**src/rtl/multdiv_ctrl.sv**
```systemverilog
// multdiv_ctrl
// Sequencer for the multi-cycle multiply/divide datapath in the execute stage.
// It recognises R-type mul/div, fires a one-cycle start pulse at the datapath,
// steps the datapath for LATENCY cycles while freezing the pipeline, and then
// presents a single completion cycle with register-write and rstatus controls.
// A divide by zero skips the datapath entirely and completes with code 5.
//
// Ports:
//   clock, reset      rising-edge clock, asynchronous active-high reset
//   opcode, func      instruction fields of the instruction in execute
//   issue             execute-stage instruction valid
//   data_operandB     divisor/multiplier operand (checked for zero on div)
//   md_overflow       datapath overflow flag, meaningful on the final step
//   ctrl_MULT/DIV     one-cycle start pulses to the datapath
//   md_step           datapath advance enable
//   stall             freeze fetch/decode/execute registers
//   md_done           result valid this cycle
//   md_Rwe, md_SETR   write rd / write $r30 with md_rstatus
//   md_rstatus        exception code, nonzero only on an excepting completion
//   busy              sequencer is not idle
module multdiv_ctrl #(
   parameter int LATENCY = 32
) (
   input  logic        clock,
   input  logic        reset,
   input  logic [4:0]  opcode,
   input  logic [4:0]  func,
   input  logic        issue,
   input  logic [31:0] data_operandB,
   input  logic        md_overflow,
   output logic        ctrl_MULT,
   output logic        ctrl_DIV,
   output logic        md_step,
   output logic        stall,
   output logic        md_done,
   output logic        md_Rwe,
   output logic        md_SETR,
   output logic [31:0] md_rstatus,
   output logic        busy
);

   typedef enum logic [1:0] {
      IDLE = 2'd0,
      BUSY = 2'd1,
      DONE = 2'd2
   } state_t;

   localparam logic [5:0] CNT_LOAD = 6'(LATENCY - 1);
   localparam logic [2:0] CODE_MUL = 3'd4;
   localparam logic [2:0] CODE_DIV = 3'd5;

   state_t     state, state_next;
   logic [5:0] cnt, cnt_next;
   logic       kind, kind_next;
   logic       exc, exc_next;
   logic [2:0] exc_code, exc_code_next;
   logic       is_mul, is_div, launch;

   // Decode of the execute-stage instruction. Launch is additionally gated by
   // reset so that a held issue cannot pulse the start lines while the block
   // is being forced back to IDLE.
   always_comb begin
      is_mul = (opcode == 5'd0) && (func == 5'd6);
      is_div = (opcode == 5'd0) && (func == 5'd7);
      launch = (state == IDLE) && issue && (is_mul || is_div) && !reset;
   end

   // State and operation bookkeeping registers. cnt counts the remaining
   // step cycles, kind remembers mul vs div for the exception code, and
   // exc/exc_code hold the outcome until the completion cycle.
   always_ff @(posedge clock or posedge reset) begin
      if (reset) begin
         state    <= IDLE;
         cnt      <= 6'd0;
         kind     <= 1'b0;
         exc      <= 1'b0;
         exc_code <= 3'd0;
      end else begin
         state    <= state_next;
         cnt      <= cnt_next;
         kind     <= kind_next;
         exc      <= exc_next;
         exc_code <= exc_code_next;
      end
   end

   // Next-state and output logic. Everything defaults to quiet so that a
   // non-md instruction or an idle cycle drives nothing. The overflow flag is
   // only looked at on the final BUSY cycle; the completion cycle drops stall
   // so the pipeline advances past the finished instruction, which is why a
   // still-asserted issue in DONE does not relaunch.
   always_comb begin
      state_next    = state;
      cnt_next      = cnt;
      kind_next     = kind;
      exc_next      = exc;
      exc_code_next = exc_code;
      ctrl_MULT     = 1'b0;
      ctrl_DIV      = 1'b0;
      md_step       = 1'b0;
      stall         = 1'b0;
      md_done       = 1'b0;
      md_Rwe        = 1'b0;
      md_SETR       = 1'b0;
      md_rstatus    = 32'd0;
      busy          = (state != IDLE);

      case (state)
         IDLE: begin
            if (launch) begin
               stall = 1'b1;
               if (is_mul) begin
                  ctrl_MULT     = 1'b1;
                  cnt_next      = CNT_LOAD;
                  kind_next     = 1'b0;
                  exc_next      = 1'b0;
                  state_next    = BUSY;
               end else if (data_operandB != 32'd0) begin
                  ctrl_DIV      = 1'b1;
                  cnt_next      = CNT_LOAD;
                  kind_next     = 1'b1;
                  exc_next      = 1'b0;
                  state_next    = BUSY;
               end else begin
                  kind_next     = 1'b1;
                  exc_next      = 1'b1;
                  exc_code_next = CODE_DIV;
                  state_next    = DONE;
               end
            end
         end
         BUSY: begin
            md_step = 1'b1;
            stall   = 1'b1;
            if (cnt == 6'd0) begin
               exc_next      = md_overflow;
               exc_code_next = kind ? CODE_DIV : CODE_MUL;
               state_next    = DONE;
            end else begin
               cnt_next = cnt - 6'd1;
            end
         end
         DONE: begin
            md_done    = 1'b1;
            md_Rwe     = ~exc;
            md_SETR    = exc;
            md_rstatus = exc ? {29'd0, exc_code} : 32'd0;
            state_next = IDLE;
         end
         default: begin
            state_next = IDLE;
         end
      endcase
   end

endmodule

```
**config.mk**
```make
export PLATFORM = sky130hd
export DESIGN_NAME = multdiv_ctrl
export DESIGN_NICKNAME = d
export VERILOG_FILES = /design/src/rtl/multdiv_ctrl.sv
export SDC_FILE = /design/constraint.sdc
export NUM_CORES = 1
export LEC_CHECK = 0
export BUFFER_PORTS_ARGS = -buffer_cell sky130_fd_sc_hd__clkbuf_2
export CAP_MARGIN = 25
export CORE_MARGIN = 3
export CORE_UTILIZATION = 25
export CTS_CLUSTER_SIZE = 30
export DETAILED_ROUTE_END_ITERATION = 8
export PLACE_DENSITY = 0.53
export SYNTH_ARGS = -nofsm -noshare
export SYNTH_HDL_FRONTEND = slang
export SYNTH_SLANG_ARGS = --single-unit
export TNS_END_PERCENT = 10
```
**constraint.sdc**
```tcl
create_clock -name clock -period 4.4 [get_ports clock]
set_input_delay 0.66 -clock clock [delete_from_list [all_inputs] [get_ports clock]]
set_output_delay 0.66 -clock clock [all_outputs]
set_load 0.03 [all_outputs]
```
After elaboration in Yosys (flattened, before gate mapping)
Cells that the tools add are included.
- register bits after elaboration: 13
- latch bits: 0
- memory bits (writable): 0
- bits in read-only memories: 0
- input bits: 46
- output and inout bits: 40
- word-level logic and storage cells: 72
- memories kept: 0
- add/sub/neg operators: 1
- multipliers: 0
- div/mod/pow operators: 0
- $lt $le $gt $ge: 0
- equality and inequality tests: 10
- shift-type cells: 0
- multiplexer cells: 37
- bitwise operators: 1
- reduce and logical (&&, ||, !) cells: 18
- operator list (cell ; number):
    nonzero test 32 bit ; 1
    two-way mux 6 bit ; 4
    two-way mux 1 bit ; 18
    two-way mux 3 bit ; 6
    one-hot mux 6 bit (2 select lines) ; 1
    == test 5 x 3 -> 1 bit (second input constant) ; 2
    inequality test 2 bit (second input constant) ; 5
    two-way mux 2 bit ; 4
    logical NOT 6 bit ; 1
    one-hot mux 3 bit (2 select lines) ; 1
    subtractor 6 x 1 -> 6 bit (second input constant) ; 1
    logical AND 1 bit ; 5
    logical NOT 5 bit ; 1
    AND reduction 5 bit ; 1
    one-hot mux 1 bit (2 select lines) ; 2
    one-hot mux 2 bit (2 select lines) ; 1
    AND reduction 2 bit ; 2
    AND reduction 4 bit ; 1
    nonzero test 2 bit ; 2
    inequality test 3 x 2 -> 1 bit (second input constant) ; 1
    AND reduction 3 bit ; 1
    == test 2 x 1 -> 1 bit (second input constant) ; 1
    == test 2 bit (second input constant) ; 1
    logical NOT 2 bit ; 1
    3 further kinds ; 3

Longest topological paths before layout
Gate-level depths: netlist of the first run.
- depth after elaboration: 7
- mapped depth: 6
- depth with buffers taken out: 6

Least setup slack after synthesis of the first run
No wires, ideal clock.
- path type: input to output
- start point: input port opcode[2]
- end point: output port ctrl_DIV
- arrival: 1.945 ns
- data required time: 3.740 ns
- setup slack: 1.795 ns
- stages on the path: 3
- path buffers: 0
- path through: nor4b_4 > nand4_4 > a211oi_1
- word-level cells in the longest chain between the ends: 7
- elaborated cells on any way between the ends: 9
- classes of those cells: mux (3); reduce/logical (6)
- RTL lines (what ; line ; RTL):
    start: declaration ; 26 ; input logic [4:0] opcode,
    logical NOT 5 bit * ; 63, 64 ;
    logical AND 1 bit (on tied branches) ; 63, 64 ;
    logical OR 1 bit ; 65 ; launch = (state == IDLE) && issue && (is_mul || is_div) && !reset;
    logical AND 1 bit (2 in series) ; 65 ;
    two-way mux 1 bit * ; 110 ; if (launch) begin
    two-way mux 1 bit * ; 108 ; case (state)
    end: declaration ; 32 ; output logic ctrl_DIV,
Every way passes the cells marked *; elsewhere a longest branch is shown, timed or not.

Worst setup path after layout of the first run
Ends and elaborated chain as after synthesis.

==> key figures, run 1 <==
Logic synthesis
  • Post-synthesis instance area: 1050 um2
  • Top cells by area in the synthesized netlist: dfrtp_1 29%, buf_4 21%, nor4_1 5.4%
  • Post-synth top area share: 0.286
  • Yosys warnings: 0
  • Flop and latch count out of synthesis: 12
  • List of most frequent post-synthesis cells: 30 x buf_4, 12 x dfrtp_1, 9 x inv_1, 9 x nor4_1, 6 x nand2_1
  • Synthesized instance count: between 100 and 150
  • Most common cell in the synthesized netlist: buf_4
  • Count of unique library cells instantiated by Yosys: 41
  • Post-synthesis average cell area: 8.74 um2
  • Part of the Yosys area used for sequential elements: 0.286
  • Post-synth ARST share: 1.00
  • EDFF count, synth: 0
  • Synth Flop Type: dfrtp_1
  • Yosys top cell by area: dfrtp_1

Worst setup path
  • Element type at the critical path end: output pin
  • Arr. time, crit path: 1.80 ns
  • Critical path class: input pin to output pin
  • Delay of the slowest cell on the worst path: 0.36 ns
  • List of cells traversed by the critical path: clkbuf_2 > nor4b_4 > nand4_4 > a211oi_1 > clkbuf_2
  • Setup crit start kind: input pin
  • Endpoint required time on the critical path: between 3 and 4 ns
  • Worst Path Buf+Inv: 2
  • Cell mode on critical path: clkbuf_2
  • CP Max Fanout: 8
  • Slowest cell on the critical path: nor4b_4
  • Worst path top cell family by delay: simple AND/OR/NAND/NOR gates

Placed design
  • Worst-case setup slack after placement: 1.95 ns
  • Number of input and output port buffers inserted: 55
  • Final Wtd Congestion: 0.741
  • Total cell area at the placement stage: 1260 um2
  • Detail Placement HPWL: approximately 2200 um

CTS
  • Clock transition at path regs: 0.05 ns
  • Cts bufs inserted: 3
  • Count of cells resized by post-cts repair: 0
  • Count of H-tree levels built during CTS: 1
  • Hold_buf cts: 0
  • Number of sinks handled by clock tree synthesis: 12
  • Latest clock arrival within the worst-skew pair: between 0.2 and 0.25 ns
  • Clock Path Buffers: 2
  • TritonCTS clock tree: done
  • Clock Tree Root: clkbuf_8
  • Post CTS Setup Buffer Count: 0

Timing
  • Setup WS post-layout: 1.94 ns
  • Post-route minimum period: 2.46 ns
  • Max-slew violation count: 0
  • RSZ-0062 raised after global routing: false
  • Post-route fraction of the period consumed by the critical path: 0.560
  • Hold Fails Final Rpt: 0
  • Highest achievable clock rate: approximately 410 MHz
  • Maximum clock skew at final layout: 0.00216 ns
  • Total Neg Setup Slack: 0 ns
  • Endpoints failing setup: 0

Floorplan
  • Die ar.: 5010 um2
  • Die width: 70.8 um
  • Starting density of the core: 0.272
  • Core area: 3850 um2
  • # rows: 22
  • Height of the chip: roughly 71 um
  • Number of top-level design ports: 86

Finish
  • Share of cells above drive strength 1: 0.367
  • Post-route standard cell area excluding fillers: 1320 um2
  • Core Util, Final: 0.342
  • Total inserted antenna cells: 0
  • Synth-to-layout area growth: 25.8%
  • Number of nets in the layout: 226

Power
  • Leak Pwr: around 0.00071 uW
  • Max rail drop VDD: 0.000129 V
  • Power density over cell area: 303 nW/um2
  • Overall power: 400 uW

Global routing
  • First-pass GRT wire length: 3990 um
  • Number of antenna violations at the first check in global routing: 0
  • Total Routing Usage GR: 0.0987
  • Maximum number of pins on one net before global-route repair: 13
  • GR Overflow Total: 0
  • Vias in the first global route: 873

Routing
  • Count of antenna-violating nets left after detailed routing: 0
  • Via/cell ratio: 4.23
  • Average routed wire per standard cell: between 10 and 15 um
  • DRC violation total after the first TritonRoute iteration: 41
  • Number of DRC violations after detailed routing: 0
  • Count of TritonRoute iterations in the first routing pass: 4
  • Routed wire length: 2430 um
  • Vias: 951

Hold path
  • Worst min path class: input pin to asynchronous set/reset pin

Run
  • Max Cap Violations: 0

Run status
  • Outcome: complete, no violations
flip-flops by register name (all words and copies together) (netlist names):
name and count:
exc 1, cnt 6, kind 1, state 2, exc_code 2
metal layers:
metal,vias to the layer above,share of wire,GRT usage
met4,0,0.016,0.0376
li1,486,-,-
met5,-,0,0
met2,59,0.44,0.149
met1,402,0.43,0.132
met3,4,0.12,0.0298
where the power goes:
| group | total, uW | internal [uW] | switching, uW |
|---|---|---|---|
| clock | 120 | 79.1 | 41.0 |
| sequential | 146 | 126 | 19.7 |
| combinational | 134 | 48.6 | 85.1 |
| total | 400 | 254 | 146 |
cell type report:
class | instances | area (um2)
sequential | 12 | 300
tap | 48 | 60.1
clock buffer | 4 | 55.1
multi-input combinational | 96 | 589
inverter | 10 | 38.8
timing repair buffer | 55 | 275
fill | 411 | 2530
cells by family after synthesis:
kind of cell | Yosys count | share of synthesized area
AOI/OAI and AO/OA | 24 | 0.163
DFF | 12 | 0.286
xor gates and xnor gates | 2 | 0.0167
and+or+nand+nor | 38 | 0.251
buffers and inverters | 41 | 0.255
other | 1 | 0.00358
adders and majority gates | 2 | 0.0239
layout by cell type, fill, tap and decap left out, types with 3 or more instances in the layout:
master	Yosys	routed
a211oi_1	3	3
a21oi_1	3	3
clkbuf_2	0	55
clkbuf_8	0	4
conb_1	1	30
dfrtp_1	12	12
inv_1	9	9
nand2_1	6	6
nor2_1	5	5
nor4_1	9	9
path summary, 6_finish.rpt:
check | cells after the start | end | startpoint | slack, ns
min in group clock | 1 | exc_code[2] | exc_code[2] | 0.48
hold reg to reg | 1 | exc_code[2] | exc_code[2] | 0.48
max in group asynchronous | 2 | cnt[4] | reset | 3.66
setup reg to reg | 6 | cnt[3] | state[1] | 2.76
hold / removal | 2 | cnt[2] | reset | 0.42
setup / recovery | 5 | ctrl_DIV | opcode[2] | 1.94
stage by stage:
step                      std cells  hold slack (ns)
after detailed placement        221            0.471
after global placement          221            0.462
after CTS                       225            0.445
after global routing            225            0.473
final                           225            0.422
after floorplan                 149            0.435
Note: power is estimated with default switching activity, not from simulation.
==> run 2, diff against run 1 <==
PLACE_DENSITY = 0.55   (was 0.53)
clock period = 2 ns   (was 4.4 ns; I/O delays follow)
==> run 2 against run 1 <==
  * Worst setup slack got worse by 1.8 ns
  * Sequential cell count unchanged
  * First-iteration DRC count decreased by 39%
  * Core utilization unchanged
  * Critical path type is now flip-flop to output pin
  * Clock skew decreased by 0.0013 ns
  * Highest routed layer unchanged
  * Count of clock-buffer cells in the layout unchanged
==> key figures, run 2 (synthesis results as in run 1) <==
Global routing
  • Maximum number of pins on one net before global-route repair: 13 (unchanged)
  • Total Routing Usage GR: 0.0922 (-0.00644)
  • Vias in the first global route: 802 (-8.1%)
  • Number of antenna violations at the first check in global routing: 0 (unchanged)
  • GR Overflow Total: 0 (unchanged)
  • First-pass GRT wire length: 3720 um (-6.7%)

Timing
  • Post-route minimum period: 1.86 ns
  • Max-slew violation count: 0 (unchanged)
  • Maximum clock skew at final layout: 0.000876 ns (-0.00128 ns)
  • Hold Fails Final Rpt: 0 (unchanged)
  • Highest achievable clock rate: 537 MHz
  • Endpoints failing setup: 0 (unchanged)
  • Post-route fraction of the period consumed by the critical path: 0.931
  • Total Neg Setup Slack: 0 ns (unchanged)
  • RSZ-0062 raised after global routing: false

Worst setup path
  • Endpoint of the worst-slack reg-to-reg timing path: cnt[3]
  • List of cells traversed by the critical path: nor2_2 > nand4_4 > a211oi_1 > clkbuf_2
  • Startpoint of the worst-slack reg-to-reg timing path: state[1]
  • Arr. time, crit path: 1.56 ns (-0.24 ns)
  • Critical path class: flip-flop to output pin
  • CP Max Fanout: 8 (unchanged)
  • Slowest cell on the critical path: dfrtp_1
  • Worst reg-to-reg path cell count: 6 (unchanged)
  • Total number of cells along the worst setup path: 4 (-1)
  • Register-to-register setup slack: 0.32 ns (-2.44 ns)
  • Setup crit start kind: flip-flop
  • Endpoint required time on the critical path: 1.70 ns (-2.04 ns)
  • Delay of the slowest cell on the worst path: 0.40 ns (+0.04 ns)
  • Worst path top cell family by delay: simple AND/OR/NAND/NOR gates
  • Element type at the critical path end: output pin
  • Worst Path Buf+Inv: 1 (-1)

Floorplan
  • Die width: 70.8 um (unchanged)
  • # rows: 22 (unchanged)
  • Core area: 3850 um2 (unchanged)
  • Number of top-level design ports: 86 (unchanged)
  • Height of the chip: 70.8 um (unchanged)
  • Die ar.: 5010 um2 (unchanged)
  • Starting density of the core: 0.272 (unchanged)

Power
  • Max rail drop VDD: 0.000254 V (+96%)
  • Power density over cell area: 669 nW/um2 (+120%)
  • Leak Pwr: 0.000712 uW (unchanged)

CTS
  • Latest clock arrival within the worst-skew pair: 0.24 ns (about the same)
  • Clock Tree Root: clkbuf_8
  • Cts bufs inserted: 3 (unchanged)
  • Clock Path Buffers: 2 (unchanged)
  • Number of sinks handled by clock tree synthesis: 12 (unchanged)
  • Clock transition at path regs: 0.06 ns (about the same)
  • Post CTS Setup Buffer Count: 0 (unchanged)
  • Hold_buf cts: 0 (unchanged)
  • Count of H-tree levels built during CTS: 1 (unchanged)
  • Count of cells resized by post-cts repair: 0 (unchanged)
  • TritonCTS clock tree: done

Run
  • Max Cap Violations: 0 (unchanged)

Finish
  • Fill cells: 409 (-0.49%)
  • Most frequent cells in the layout: 55 x clkbuf_2, 30 x conb_1, 12 x dfrtp_1
  • Final std cells w/o fill: 225 (unchanged)
  • Flip-flop count of the largest register after layout: 6 (unchanged)
  • Total inserted antenna cells: 0 (unchanged)
  • Top Registers: cnt x6, exc_code x2, state x2
  • Number of nets in the layout: 226 (unchanged)
  • Most common cell after layout, fill and taps aside: clkbuf_2
  • Register containing the most flip-flops in the final layout: cnt
  • Share of cells above drive strength 1: 0.367 (unchanged)
  • Synth-to-layout area growth: 25.8% (unchanged)
  • Footprint of the multi-input gates: 589 um2 (unchanged)
  • Register area: 300 um2 (unchanged)

Routing
  • Count of antenna-violating nets left after detailed routing: 0 (unchanged)
  • Routed wire length: 2380 um (-2.4%)
  • Count of TritonRoute iterations in the first routing pass: 4 (unchanged)
  • Vias: 929 (-2.3%)
  • Via/cell ratio: 4.13 (-2.3%)
  • Average routed wire per standard cell: 10.6 um (-2.4%)
  • Number of DRC violations after detailed routing: 0 (unchanged)
  • DRC violation total after the first TritonRoute iteration: 25 (-39%)

Hold path
  • Worst min path class: input pin to asynchronous set/reset pin

Placed design
  • Final Wtd Congestion: 0.697 (-5.9%)
  • Number of cells in the design after placement: 221 (unchanged)
  • Number of input and output port buffers inserted: 55 (unchanged)
  • Detail Placement HPWL: 2050 um (-4.9%)

Run status
  • Outcome: complete, no violations
## run 2: cell counts in the layout (fill, tap and decap cells not counted)
No cell type changed its count.
## run 2: layout make-up
type / instances / area share
flip-flops and latches: 12 / 0.228
clock buffers: 4 / 0.0417
inverters: 10 / 0.0294
multi-input cells: 96 / 0.447
well taps: 48 / 0.0455
repair buffers: 55 / 0.209
## run 2: worst max path at each step
stage                 to  startpoint  slack, ns
2_1_floorplan   ctrl_DIV   opcode[2]       0.11
3_3_place_gp   ctrl_MULT   opcode[2]       0.25
3_5_place_dp   ctrl_MULT   opcode[2]       0.23
4_1_cts         ctrl_DIV    state[1]       0.14
5_1_grt         ctrl_DIV    state[1]      0.005
6_report        ctrl_DIV    state[1]       0.14
## run 2: metal layers
metal  wire (um)  vias to the layer above  part of all wire  track usage
met5           0                        -                 0            0
met4          52                        0             0.022       0.0501
met3         257                        4              0.11       0.0213
met2         965                       61              0.41        0.129
met1        1100                      382              0.46        0.130
li1            -                      482                 -            -
## run 2: through the flow
stage	worst slack [ns]	total power (uW)	instance area (um2)	hold WS (ns)	utilization
floorplan	0.115	580	1160	0.165	-
global placement	0.254	617	1260	0.337	0.328
detailed placement	0.227	618	1260	0.346	0.328
CTS	0.142	895	1320	0.0831	0.342
global route	0.00519	939	1320	0.110	0.342
finish	0.138	882	1320	0.0565	0.342
## run 2: where the power goes
part           leakage (uW)  switching [uW]  internal, uW  total (uW)
registers          0.000148            43.1           278         321
clock network     0.0000288            94.9           174         269
logic              0.000536             185           107         292
total              0.000712             323           559         882
## run 2: worst reg2reg max path, stage by stage (launching register included)
cell and delay [ns]:
dfrtp_1 0.40, nor2_2 0.27, inv_1 0.15, a31oi_1 0.19, a32o_1 0.26, clkinv_2 0.12, o21a_1 0.18
==> run 3, diff against run 2 <==
BUFFER_PORTS_ARGS = -buffer_cell sky130_fd_sc_hd__buf_2   (was -buffer_cell sky130_fd_sc_hd__clkbuf_2)
==> run 3 against run 2 <==
  * Register-to-register slack improved by 0.07 ns
  * Die area did not move
  * First-iteration DRC count shrank 36%
  * Non-clock buffer count unchanged
  * Sequential share of layout area grew 0.15 points
  * Worst setup slack improved by 0.081 ns
  * Maximum frequency rose by 4.5%
  * Sequential power about the same
  * Power shrank 5.4%
  * Sequential cell count unchanged
  * Design area shrank 0.66%
  * Critical endpoint unchanged
==> key figures, run 3 (synthesis results as in run 1) <==
Floorplan
  • Die width: 70.8 um (unchanged)
  • Die ar.: 5010 um2 (unchanged)
  • # rows: 22 (unchanged)
  • Core area: 3850 um2 (unchanged)
  • Starting density of the core: 0.272 (unchanged)
  • Height of the chip: 70.8 um (unchanged)
  • Number of top-level design ports: 86 (unchanged)

Finish
  • Final std cells w/o fill: 224 (-0.44%)
  • Share of cells above drive strength 1: 0.364 (-0.00360)
  • Synth-to-layout area growth: 24.9%
  • Number of nets in the layout: 226 (unchanged)
  • Flip-flop count of the largest register after layout: 6 (unchanged)
  • Register containing the most flip-flops in the final layout: cnt
  • Most frequent cells in the layout: 55 x buf_2, 30 x conb_1, 12 x dfrtp_1
  • Fill cells: 415 (+1.5%)
  • Top Registers: cnt x6, exc_code x2, state x2
  • Most common cell after layout, fill and taps aside: buf_2
  • Total inserted antenna cells: 0 (unchanged)

Routing
  • Count of antenna-violating nets left after detailed routing: 0 (unchanged)
  • Count of TritonRoute iterations in the first routing pass: 4 (unchanged)
  • Routed wire length: 2410 um (+1.2%)
  • Vias: 932 (+0.32%)
  • Number of DRC violations after detailed routing: 0 (unchanged)
  • Via/cell ratio: 4.16 (+0.77%)
  • DRC violation total after the first TritonRoute iteration: 16 (-36%)
  • Average routed wire per standard cell: 10.7 um (+1.7%)

Global routing
  • Total Routing Usage GR: 0.0956 (+0.00336)
  • GR Overflow Total: 0 (unchanged)
  • First-pass GRT wire length: 3910 um (+5.0%)
  • Vias in the first global route: 850 (+6.0%)
  • Number of antenna violations at the first check in global routing: 0 (unchanged)
  • Maximum number of pins on one net before global-route repair: 13 (unchanged)

Power
  • Max rail drop VDD: 0.000184 V (-27%)
  • Power density over cell area: 637 nW/um2 (-4.8%)
  • Leak Pwr: 0.000698 uW (-2.0%)
  • Overall power: 835 uW (-5.4%)

Timing
  • Total Neg Setup Slack: 0 ns (unchanged)
  • Endpoints failing setup: 0 (unchanged)
  • Maximum clock skew at final layout: 0.00185 ns (+0.000972 ns)
  • Setup WS post-layout: 0.218 ns (+0.0806 ns)
  • RSZ-0062 raised after global routing: false
  • Post-route fraction of the period consumed by the critical path: 0.891 (-0.0403)
  • Post-route minimum period: 1.78 ns (-0.0806 ns)
  • Max-slew violation count: 0 (unchanged)
  • Final hold slack: 0.0798 ns (+0.0233 ns)
  • Highest achievable clock rate: 561 MHz (+4.5%)
  • Hold Fails Final Rpt: 0 (unchanged)

CTS
  • Hold_buf cts: 0 (unchanged)
  • Count of H-tree levels built during CTS: 1 (unchanged)
  • Number of sinks handled by clock tree synthesis: 12 (unchanged)
  • Clock Path Buffers: 2 (unchanged)
  • Cts bufs inserted: 3 (unchanged)
  • Latest clock arrival within the worst-skew pair: 0.24 ns (about the same)
  • Clock transition at path regs: 0.05 ns (about the same)
  • Clock Tree Root: clkbuf_8
  • TritonCTS clock tree: done

Worst setup path
  • CP Max Fanout: 8 (unchanged)
  • Arr. time, crit path: 1.48 ns (-0.08 ns)
  • Setup crit start kind: flip-flop
  • Element type at the critical path end: output pin
  • Critical path class: flip-flop to output pin
  • Endpoint required time on the critical path: 1.70 ns (about the same)

Hold path
  • Worst min path class: input pin to asynchronous set/reset pin

Run status
  • Outcome: complete, no violations

Placed design
  • Number of input and output port buffers inserted: 55 (unchanged)
  • Final Wtd Congestion: 0.724 (+3.8%)
  • Number of cells in the design after placement: 221 (unchanged)
  • Detail Placement HPWL: 2050 um (+0.22%)
  • Worst-case setup slack after placement: 0.231 ns (+0.00384 ns)

Run
  • Max Cap Violations: 0 (unchanged)
run 3: cell count changes in the layout (fill, tap and decap cells not counted):
cell | before | now
nor2_4 | 0 | 1
clkbuf_8 | 4 | 3
clkbuf_2 | 55 | 0
buf_2 | 0 | 55
nor2_2 | 1 | 0
run 3: final cells by class:
cell class	count	area, um2	area share
multi-input cells	96	594	0.454
clock buffers	3	41.3	0.0315
well taps	48	60.1	0.0458
inverters	10	38.8	0.0296
repair buffers	55	275	0.210
flip-flops and latches	12	300	0.229
run 3: path summary, 6_finish.rpt:
| kind | to | slack, ns | startpoint | depth (start not counted) |
|---|---|---|---|---|
| max | ctrl_DIV | 0.22 | state[1] | 4 |
| min | kind | 0.08 | reset | 2 |
| max reg2reg | cnt[3] | 0.39 | cnt[3] | 5 |
| min reg2reg | exc_code[2] | 0.49 | exc_code[2] | 1 |
| max in group asynchronous | cnt[4] | 1.60 | reset | 2 |
| min in group clock | exc | 0.38 | md_overflow | 3 |
run 3: what timing repair did:
item	4_1_cts	5_1_grt
buffers inserted	0	0
resized for setup	0	1
setup endpoints to repair	0	1
run 3: routing by layer:
metal | vias up | GRT usage | wire length, um
met5 | - | 0 | 0
met2 | 62 | 0.137 | 979
met4 | 0 | 0.0501 | 49
met3 | 5 | 0.0170 | 248
met1 | 382 | 0.136 | 1130
li1 | 483 | - | -
run 3: where the power goes:
| group | leakage [uW] | switching (uW) | internal, uW |
|---|---|---|---|
| clock network | 0.0000216 | 88.3 | 133 |
| logic | 0.000529 | 185 | 107 |
| registers | 0.000148 | 43.5 | 278 |
| total | 0.000698 | 317 | 518 |
run 3: critical path, cell delays in order (launching register included):
cell,delay (ns)
dfrtp_1,0.42
nor2_4,0.19
nand4_4,0.15
a211oi_1,0.24
buf_2,0.24
run 3: through the flow:
step	utilization	instance area, um2
floorplan	-	1160
global placement	0.328	1260
detailed placement	0.328	1260
CTS	0.339	1310
global route	0.340	1310
finish	0.340	1310
